<file path="src/rtl/rom_access_arbiter_pkg.sv">
// Shared constants and types for the instruction-ROM read-port arbiter.
package rom_access_arbiter_pkg;

  localparam int   INST_ADDR_W  = 32;
  localparam int   INST_W       = 32;
  localparam logic CHIP_ENABLE  = 1'b1;
  localparam logic CHIP_DISABLE = 1'b0;
  localparam logic RST_ENABLE   = 1'b1;
  localparam logic [INST_W-1:0] ZERO_WORD = '0;

  typedef enum logic [1:0] {
    ROM_OWN_NONE = 2'b00,
    ROM_OWN_IF   = 2'b01,
    ROM_OWN_DBG  = 2'b10
  } rom_owner_e;

  typedef struct packed {
    logic                   req;
    logic [INST_ADDR_W-1:0] addr;
  } rom_req_t;

endpackage

</file>
<file path="src/rtl/rom_arb_starve_ctr.sv">
// Saturating starvation counter for a low-priority requester on a shared port.
module rom_arb_starve_ctr #(
  parameter int MAX_STARVE = 4,
  parameter int CNT_W      = 3
) (
  input  logic clk,
  input  logic rst,
  input  logic req,        // low-priority requester pending
  input  logic lost,       // it lost arbitration this cycle
  input  logic won,        // it was granted (request consumed) this cycle
  output logic force_dbg
);
  import rom_access_arbiter_pkg::*;

  logic [CNT_W-1:0] cnt;

  assign force_dbg = (cnt == CNT_W'(MAX_STARVE));

  always_ff @(posedge clk) begin
    if (rst == RST_ENABLE)        cnt <= '0;
    else if (!req || won)         cnt <= '0;
    else if (lost && !force_dbg)  cnt <= cnt + 1'b1;
  end

endmodule

</file>
<file path="src/rtl/rom_access_arbiter.sv">
// Arbitrates the instruction-ROM read port between IF (priority) and debug,
// with starvation relief for debug and a registered 1-cycle read response.
module rom_access_arbiter
  import rom_access_arbiter_pkg::*;
#(
  parameter int MAX_STARVE = 4,
  parameter int CNT_W      = 3
) (
  input  logic                   clk,
  input  logic                   rst,
  input  logic                   if_req,
  input  logic [INST_ADDR_W-1:0] if_addr,
  output logic                   if_gnt,
  output logic                   if_rvalid,
  output logic [INST_W-1:0]      if_rdata,
  input  logic                   dbg_req,
  input  logic [INST_ADDR_W-1:0] dbg_addr,
  output logic                   dbg_gnt,
  output logic                   dbg_rvalid,
  output logic [INST_W-1:0]      dbg_rdata,
  output logic                   dbg_err,
  output logic                   rom_ce,
  output logic [INST_ADDR_W-1:0] rom_addr,
  input  logic [INST_W-1:0]      rom_data,
  output logic                   stallreq
);

  rom_req_t   if_r, dbg_r;
  rom_owner_e owner, resp_sel;
  logic       force_dbg, dbg_mis, dbg_access;

  assign if_r  = '{req: if_req,  addr: if_addr};
  assign dbg_r = '{req: dbg_req, addr: dbg_addr};

  assign dbg_mis    = dbg_r.req && (dbg_r.addr[1:0] != 2'b00);
  // A misaligned debug read is consumed without touching the ROM, so IF may still use it.
  assign dbg_access = dbg_r.req && !dbg_mis && (!if_r.req || force_dbg);

  always_comb begin
    owner    = ROM_OWN_NONE;
    if_gnt   = 1'b0;
    dbg_gnt  = 1'b0;
    rom_ce   = CHIP_DISABLE;
    rom_addr = '0;
    stallreq = 1'b0;
    if (rst != RST_ENABLE) begin
      if (dbg_access)    owner = ROM_OWN_DBG;
      else if (if_r.req) owner = ROM_OWN_IF;
      dbg_gnt  = dbg_access || dbg_mis;
      if_gnt   = (owner == ROM_OWN_IF);
      stallreq = if_r.req && !if_gnt;
      case (owner)
        ROM_OWN_IF: begin
          rom_ce   = CHIP_ENABLE;
          rom_addr = if_r.addr;
        end
        ROM_OWN_DBG: begin
          rom_ce   = CHIP_ENABLE;
          rom_addr = dbg_r.addr;
        end
        default: ;
      endcase
    end
  end

  rom_arb_starve_ctr #(
    .MAX_STARVE (MAX_STARVE),
    .CNT_W      (CNT_W)
  ) u_starve (
    .clk       (clk),
    .rst       (rst),
    .req       (dbg_r.req),
    .lost      (dbg_r.req && !dbg_gnt),
    .won       (dbg_gnt),
    .force_dbg (force_dbg)
  );

  // Response stage: rvalid follows the registered owner; unselected rdata holds.
  always_ff @(posedge clk) begin
    if (rst == RST_ENABLE) begin
      resp_sel  <= ROM_OWN_NONE;
      dbg_err   <= 1'b0;
      if_rdata  <= ZERO_WORD;
      dbg_rdata <= ZERO_WORD;
    end else begin
      resp_sel <= owner;
      dbg_err  <= dbg_mis;
      if (owner == ROM_OWN_IF)  if_rdata  <= rom_data;
      if (owner == ROM_OWN_DBG) dbg_rdata <= rom_data;
    end
  end

  assign if_rvalid  = (resp_sel == ROM_OWN_IF);
  assign dbg_rvalid = (resp_sel == ROM_OWN_DBG);

endmodule

</file>
<file path="config.mk">
export PLATFORM = sky130hd
export DESIGN_NAME = rom_access_arbiter
export DESIGN_NICKNAME = d
export VERILOG_FILES = /design/src/rtl/rom_access_arbiter_pkg.sv /design/src/rtl/rom_arb_starve_ctr.sv /design/src/rtl/rom_access_arbiter.sv
export SDC_FILE = /design/constraint.sdc
export NUM_CORES = 1
export LEC_CHECK = 0
export BUFFER_PORTS_ARGS = -buffer_cell sky130_fd_sc_hd__buf_4
export CORE_UTILIZATION = 39
export CTS_CLUSTER_SIZE = 20
export DETAILED_ROUTE_END_ITERATION = 8
export PLACE_DENSITY = 0.74
export SLEW_MARGIN = 20
export SYNTH_ARGS = -nofsm -noshare
export SYNTH_HDL_FRONTEND = slang
export SYNTH_SLANG_ARGS = --single-unit
export TNS_END_PERCENT = 20
</file>
<file path="constraint.sdc">
create_clock -name clk -period 2.3 [get_ports clk]
set_input_delay 0.46 -clock clk [delete_from_list [all_inputs] [get_ports clk]]
set_output_delay 0.46 -clock clk [all_outputs]
set_load 0.01 [all_outputs]
</file>
After elaboration in Yosys (flattened, before gate mapping) --
Cells that the tools add are included.
Word-level totals: register bits after elaboration 70, latch bits 0, bits in writable memories 0, ROM bits 0, bits of input ports 100, output and inout port bits 103, word-level logic and storage cells 42, memories 0
Cells by class: $add $sub $neg 1, $mul 0, div/mod/pow operators 0, $lt $le $gt $ge 0, eq/ne operators 7, shifts and indexed selects 0, mux-type cells 11, bitwise operators 0, reductions and logical operators 18
Operators by type and width (number):
- $pmux 32 s2 | 1
- $mux 32 | 1
- $eq 2x1->1 const B | 3
- $eq 2x2->1 const B | 3
- $logic_and 1x1->1 | 6
- $logic_not 1->1 | 6
- $mux 1 | 6
- $mux 2 | 3
- $reduce_or 2->1 | 2
- $add 3x1->3 const B | 1
- $eq 3x3->1 const B | 1
- $logic_or 1x1->1 | 3
- $reduce_bool 2->1 | 1

Longest topological paths before layout --
depth in word-level cells 11, depth in mapped cells 7, mapped depth without buffers 5

By module --
From an unflattened synthesis, not the netlist that was laid out.
Unflattened totals: cell total of the unflattened synthesis 322, area, all modules 3353.2 µm²
By module, submodules not included:
- rom_access_arbiter | times used 1, cells each 303, area an instance 3146.8 µm²
- rom_arb_starve_ctr | times used 1, cells each 19, area an instance 206.4 µm²

Worst setup path after synthesis --
No wires, ideal clock.
path type in2out, start point input if_req, end point output rom_addr[10], data arrival time 1.622 ns, required time 1.840 ns, setup slack 0.218 ns, stages on the path 6, buffers on the path 3, cells stage by stage buf_2 a21bo_2 clkbuf_1 clkbuf_1 nand3_1 a21oi_1
On the way: word-level cells in the longest chain between the ends 8
RTL lines:
- from (decl) | line rom_access_arbiter.sv:11 | input logic if_req,
- $logic_not 1->1 | line rom_access_arbiter.sv:37 | assign dbg_access = dbg_r.req && !dbg_mis && (!if_r.req || force_dbg);
- $logic_or 1x1->1 | line rom_access_arbiter.sv:37
- $logic_and 1x1->1 | line rom_access_arbiter.sv:37
- $mux 2 * | line rom_access_arbiter.sv:47 | if (dbg_access) owner = ROM_OWN_DBG;
- $mux 2 * | line rom_access_arbiter.sv:46 | if (rst != RST_ENABLE) begin
- $eq 2x2->1 / $eq 2x1->1 (equally long branches) | line rom_access_arbiter.sv:52 | case (owner)
- $pmux 32 s2 * | line rom_access_arbiter.sv:52
- $mux 32 * | line rom_access_arbiter.sv:46
- to (decl) | line rom_access_arbiter.sv:23 | output logic [INST_ADDR_W-1:0] rom_addr,
Every way passes the cells marked *; elsewhere a longest branch is shown, timed or not. The select of a mux whose other input is x is not followed.

Worst setup path after layout --
start point input dbg_addr[0], end point output rom_addr[15]
On the way: word-level cells in the longest chain between the ends 10
RTL lines:
- from (decl) | line rom_access_arbiter.sv:17 | input logic [INST_ADDR_W-1:0] dbg_addr,
- $reduce_bool 2->1 * | line rom_access_arbiter.sv:35 | assign dbg_mis = dbg_r.req && (dbg_r.addr[1:0] != 2'b00);
- $logic_and 1x1->1 * | line rom_access_arbiter.sv:35
- $logic_not 1->1 * | line rom_access_arbiter.sv:37
- $logic_and 1x1->1 * (2 in a row) | line rom_access_arbiter.sv:37
- $mux 2 * | line rom_access_arbiter.sv:47
- $mux 2 * | line rom_access_arbiter.sv:46
- $eq 2x2->1 / $eq 2x1->1 (equally long branches) | line rom_access_arbiter.sv:52
- $pmux 32 s2 * | line rom_access_arbiter.sv:52
- $mux 32 * | line rom_access_arbiter.sv:46
Marked as above.

==> results_dict.tcl <==
set metrics [dict create \
    wl_um 11500 \
    max_stage_delay_ns 0.25 \
    rows 34 \
    synth_common_cells "dfxtp_1 (70), nand2b_1 (64), a21oi_1 (63), nand3_1 (62), clkbuf_1 (41)" \
    post_drt_wl_per_cell_um 15.7 \
    clk_latency_ns 0.34 \
    syn_inst 435 \
    holdCritPathClass "primary input to flop" \
    antenna_found_initial 0 \
    clkSlewWorstSetupHoldPaths_ns 0.08 \
    cts_tree "built" \
    setup_viol 0 \
    timing.fmax_ghz 0.458 \
    power_frac_clock_pct 31.9 \
    crit_chain "buf_4 -> buf_4 -> nor3b_4 -> buf_6 -> o21bai_2 -> buf_12 -> a21oi_1 -> buf_4" \
    route.detailed.drc 0 \
    crit_path_top_delay_cell "nor3b_4" \
    cp-end-kind "output pin" \
    total_power_mw 2.76 \
    p_int_mw 1.98 \
    root_buffer "clkbuf_8" \
    worstPathArrival_ns 1.73 \
    coreArea_um2 8760 \
    setup_slack_ns 0.114 \
    cp.buffers_inverters 5 \
    yosysTopAreaCell "dfxtp_1" \
    yosys-top-cells-area "dfxtp_1 (39%), nand2b_1 (11%), mux2i_1 (9.0%)" \
    p_sw_mw 0.780 \
    crit_top_cell "buf_4" \
    yosys_warnings 0 \
    clockBufferDepth 2 \
    synth_top_area_share_pct 39.4 \
    status "finished, final reports clean" \
    rsz0062_at_grt "yes" \
    hold_buffers 0 \
    synth_fp_nets 537 \
    dp_hpwl_um 7880 \
    grt-ovfl-total 0 \
    cts_inserted_buffers 9 \
    swShare_pct 28.3 \
    drive_gt1_share_pct 41.2 \
    syn_area_um2 3560 \
    criticalPathCategory "primary input to output pin" \
    slew_viol_final 0 \
    combinationalPowerShare_pct 21.5 \
    cts_max_level 3 \
    finalHoldViolations 0 \
    die_h_um 97.5 \
    num_vias 3899 \
    placed_cell_area_um2 5200 \
    port_buffers 202 \
    critPathMaxFanout 31 \
    antenna_left 0 \
    fin_nets 726 \
    syn_area_per_cell_um2 8.18 \
    cts_num_sinks 70 \
    final_cell_count_no_fill 737 \
    drt-vias-per-instance 5.29 \
    grt_max_degree 97 \
    period_minus_slack_ns 2.19 \
    grt_pass1_wl_um 18400 \
    seq_area_um2 1400 \
    synthArstFlopShare_pct 0 \
    critical_path.top_delay_family "buffers and inverters" \
    synth_most_common_cell "dfxtp_1" \
    slew_headroom_pct 50.1 \
    power_leakage_nw 2.40 \
    ys_seq_elements 70 \
    dieWidth_um 97.5 \
    gp_congestion 0.788 \
    peakVddDrop_v 0.000361 \
    first_global_vias 3656 \
    cp.required_ns 1.84 \
    io_pins 203 \
    fillers 792 \
    area_growth_pct 55.8 \
    finClkSkew_ns 0.0120 \
    place_inst 716 \
    fin_crit_sh_pct 95.0 \
    seq_area_frac_synth_pct 39.4 \
    stdcell_area_um2 5550 \
    synth_edf_count 0 \
    tightest_slew_ns 0.749 \
    synth-main-ff-cell "dfxtp_1" \
    critPathLaunchType "primary input" \
    start_util_pct 40.6 \
    drt_pass1_iterations 4 \
    insertedDiodeCount 0 \
    ys_types 25 \
    p_per_area_nw_per_um2 497 \
    dieArea_um2 9510 \
    drt_first_iter_violations 143 \
    maxCapViolations 0 \
    seqPwrFrac_pct 46.6 \
    dpl_worst_slack_ns -0.0374 \
    grt.total_usage_pct 23.7 \
    multiInputGateArea_um2 2000 \
    setup_tns_ns 0 \
]
worst paths after layout:
path / from / endpoint / slack [ns] / cells past startpoint
worst max-delay path: dbg_addr[0] / rom_addr[15] / 0.11 / 8
worst max register to register: u_starve.cnt[0] / if_rdata[19] / 0.67 / 7
worst min-delay path: rom_data[21] / dbg_rdata[21] / 0.39 / 3
worst min register to register: dbg_rdata[5] / dbg_rdata[5] / 0.48 / 2
through the flow:
stage | hold WS, ns | utilization (%)
final | 0.386 | 63.3
after global routing | 0.369 | 63.3
after CTS | 0.371 | 62.0
after detailed placement | 0.465 | 59.4
after global placement | 0.459 | 59.4
after floorplan | 0.493 | -
metal layers:
metal	up-vias	share of wire [%]	global-route usage, %
li1	1904	-	-
met1	1839	44	30.5
met2	138	50	39.5
met3	18	4.9	4.53
met4	0	1.7	7.81
met5	-	0	0
layout by cell type (no fill, tap or decap), drive strengths merged:
cell type / netlist / final
buf: 8 / 225
dfxtp: 70 / 70
nand2b: 64 / 64
a21oi: 63 / 63
nand3: 62 / 62
o21ai: 33 / 33
mux2i: 32 / 32
o211ai: 30 / 30
clkbuf: 41 / 11
nor2: 8 / 8
clkinv: 0 / 5
nor3b: 5 / 5
inv: 3 / 4
nand2: 3 / 3
nor2b: 2 / 2
o21bai: 2 / 2
ha: 2 / 2
a21bo: 1 / 1
or3b: 1 / 1
a21boi: 1 / 1
nand4b: 1 / 1
xnor2: 1 / 1
o21a: 1 / 1
nor3: 1 / 1
clkinvlp: 0 / 1
cell families after synthesis:
kind of cell               Yosys count  synth area share, %
AOI/OAI and AO/OA                  131                 20.9
muxes                               32                 9.00
adders and majority gates            2                0.703
buffers and inverters               52                 6.57
DFF                                 70                 39.4
xor gates and xnor gates             1                0.246
and+or+nand+nor                    147                 23.2
sequential cells by signal, summed over array words and instances, names as in the netlist:
register,flops
if_rdata,32
dbg_rdata,32
u_starve.cnt,3
dbg_err,1
resp_sel,2
worst register-to-register path: cells and delay by family, from the launching register on:
family	cells	cell delay [ns]
buffers and inverters	3	0.49
flip-flops	1	0.36
multiplexers	1	0.26
adder cells (fa/ha/maj)	1	0.17
AO/OA/AOI/OAI	1	0.15
AND/OR/NAND/NOR	1	0.12
power groups by stage:
stage	registers (mW)	logic, mW	clock network [mW]
5_1_grt	1.29	0.637	0.958
3_5_place_dp	1.31	0.561	0
2_1_floorplan	1.33	0.228	0
6_report	1.29	0.592	0.879
3_3_place_gp	1.31	0.552	0
4_1_cts	1.29	0.574	0.899
final cells by class:
class                      instances  area share, %
multi-input combinational        313           36.0
timing repair buffer             227           33.0
sequential                        70           25.3
tap                              108           2.44
clock buffer                       9           2.23
clock inverter                     7          0.880
inverter                           3          0.203
repair_timing:
action | in CTS | in global routing
setup buffers | 0 | 2
gates cloned | 1 | 2
pin swaps | 0 | 3
resized for setup | 6 | 15
setup endpoints to repair | 27 | 32
Power figures use the tool's default switching activity.
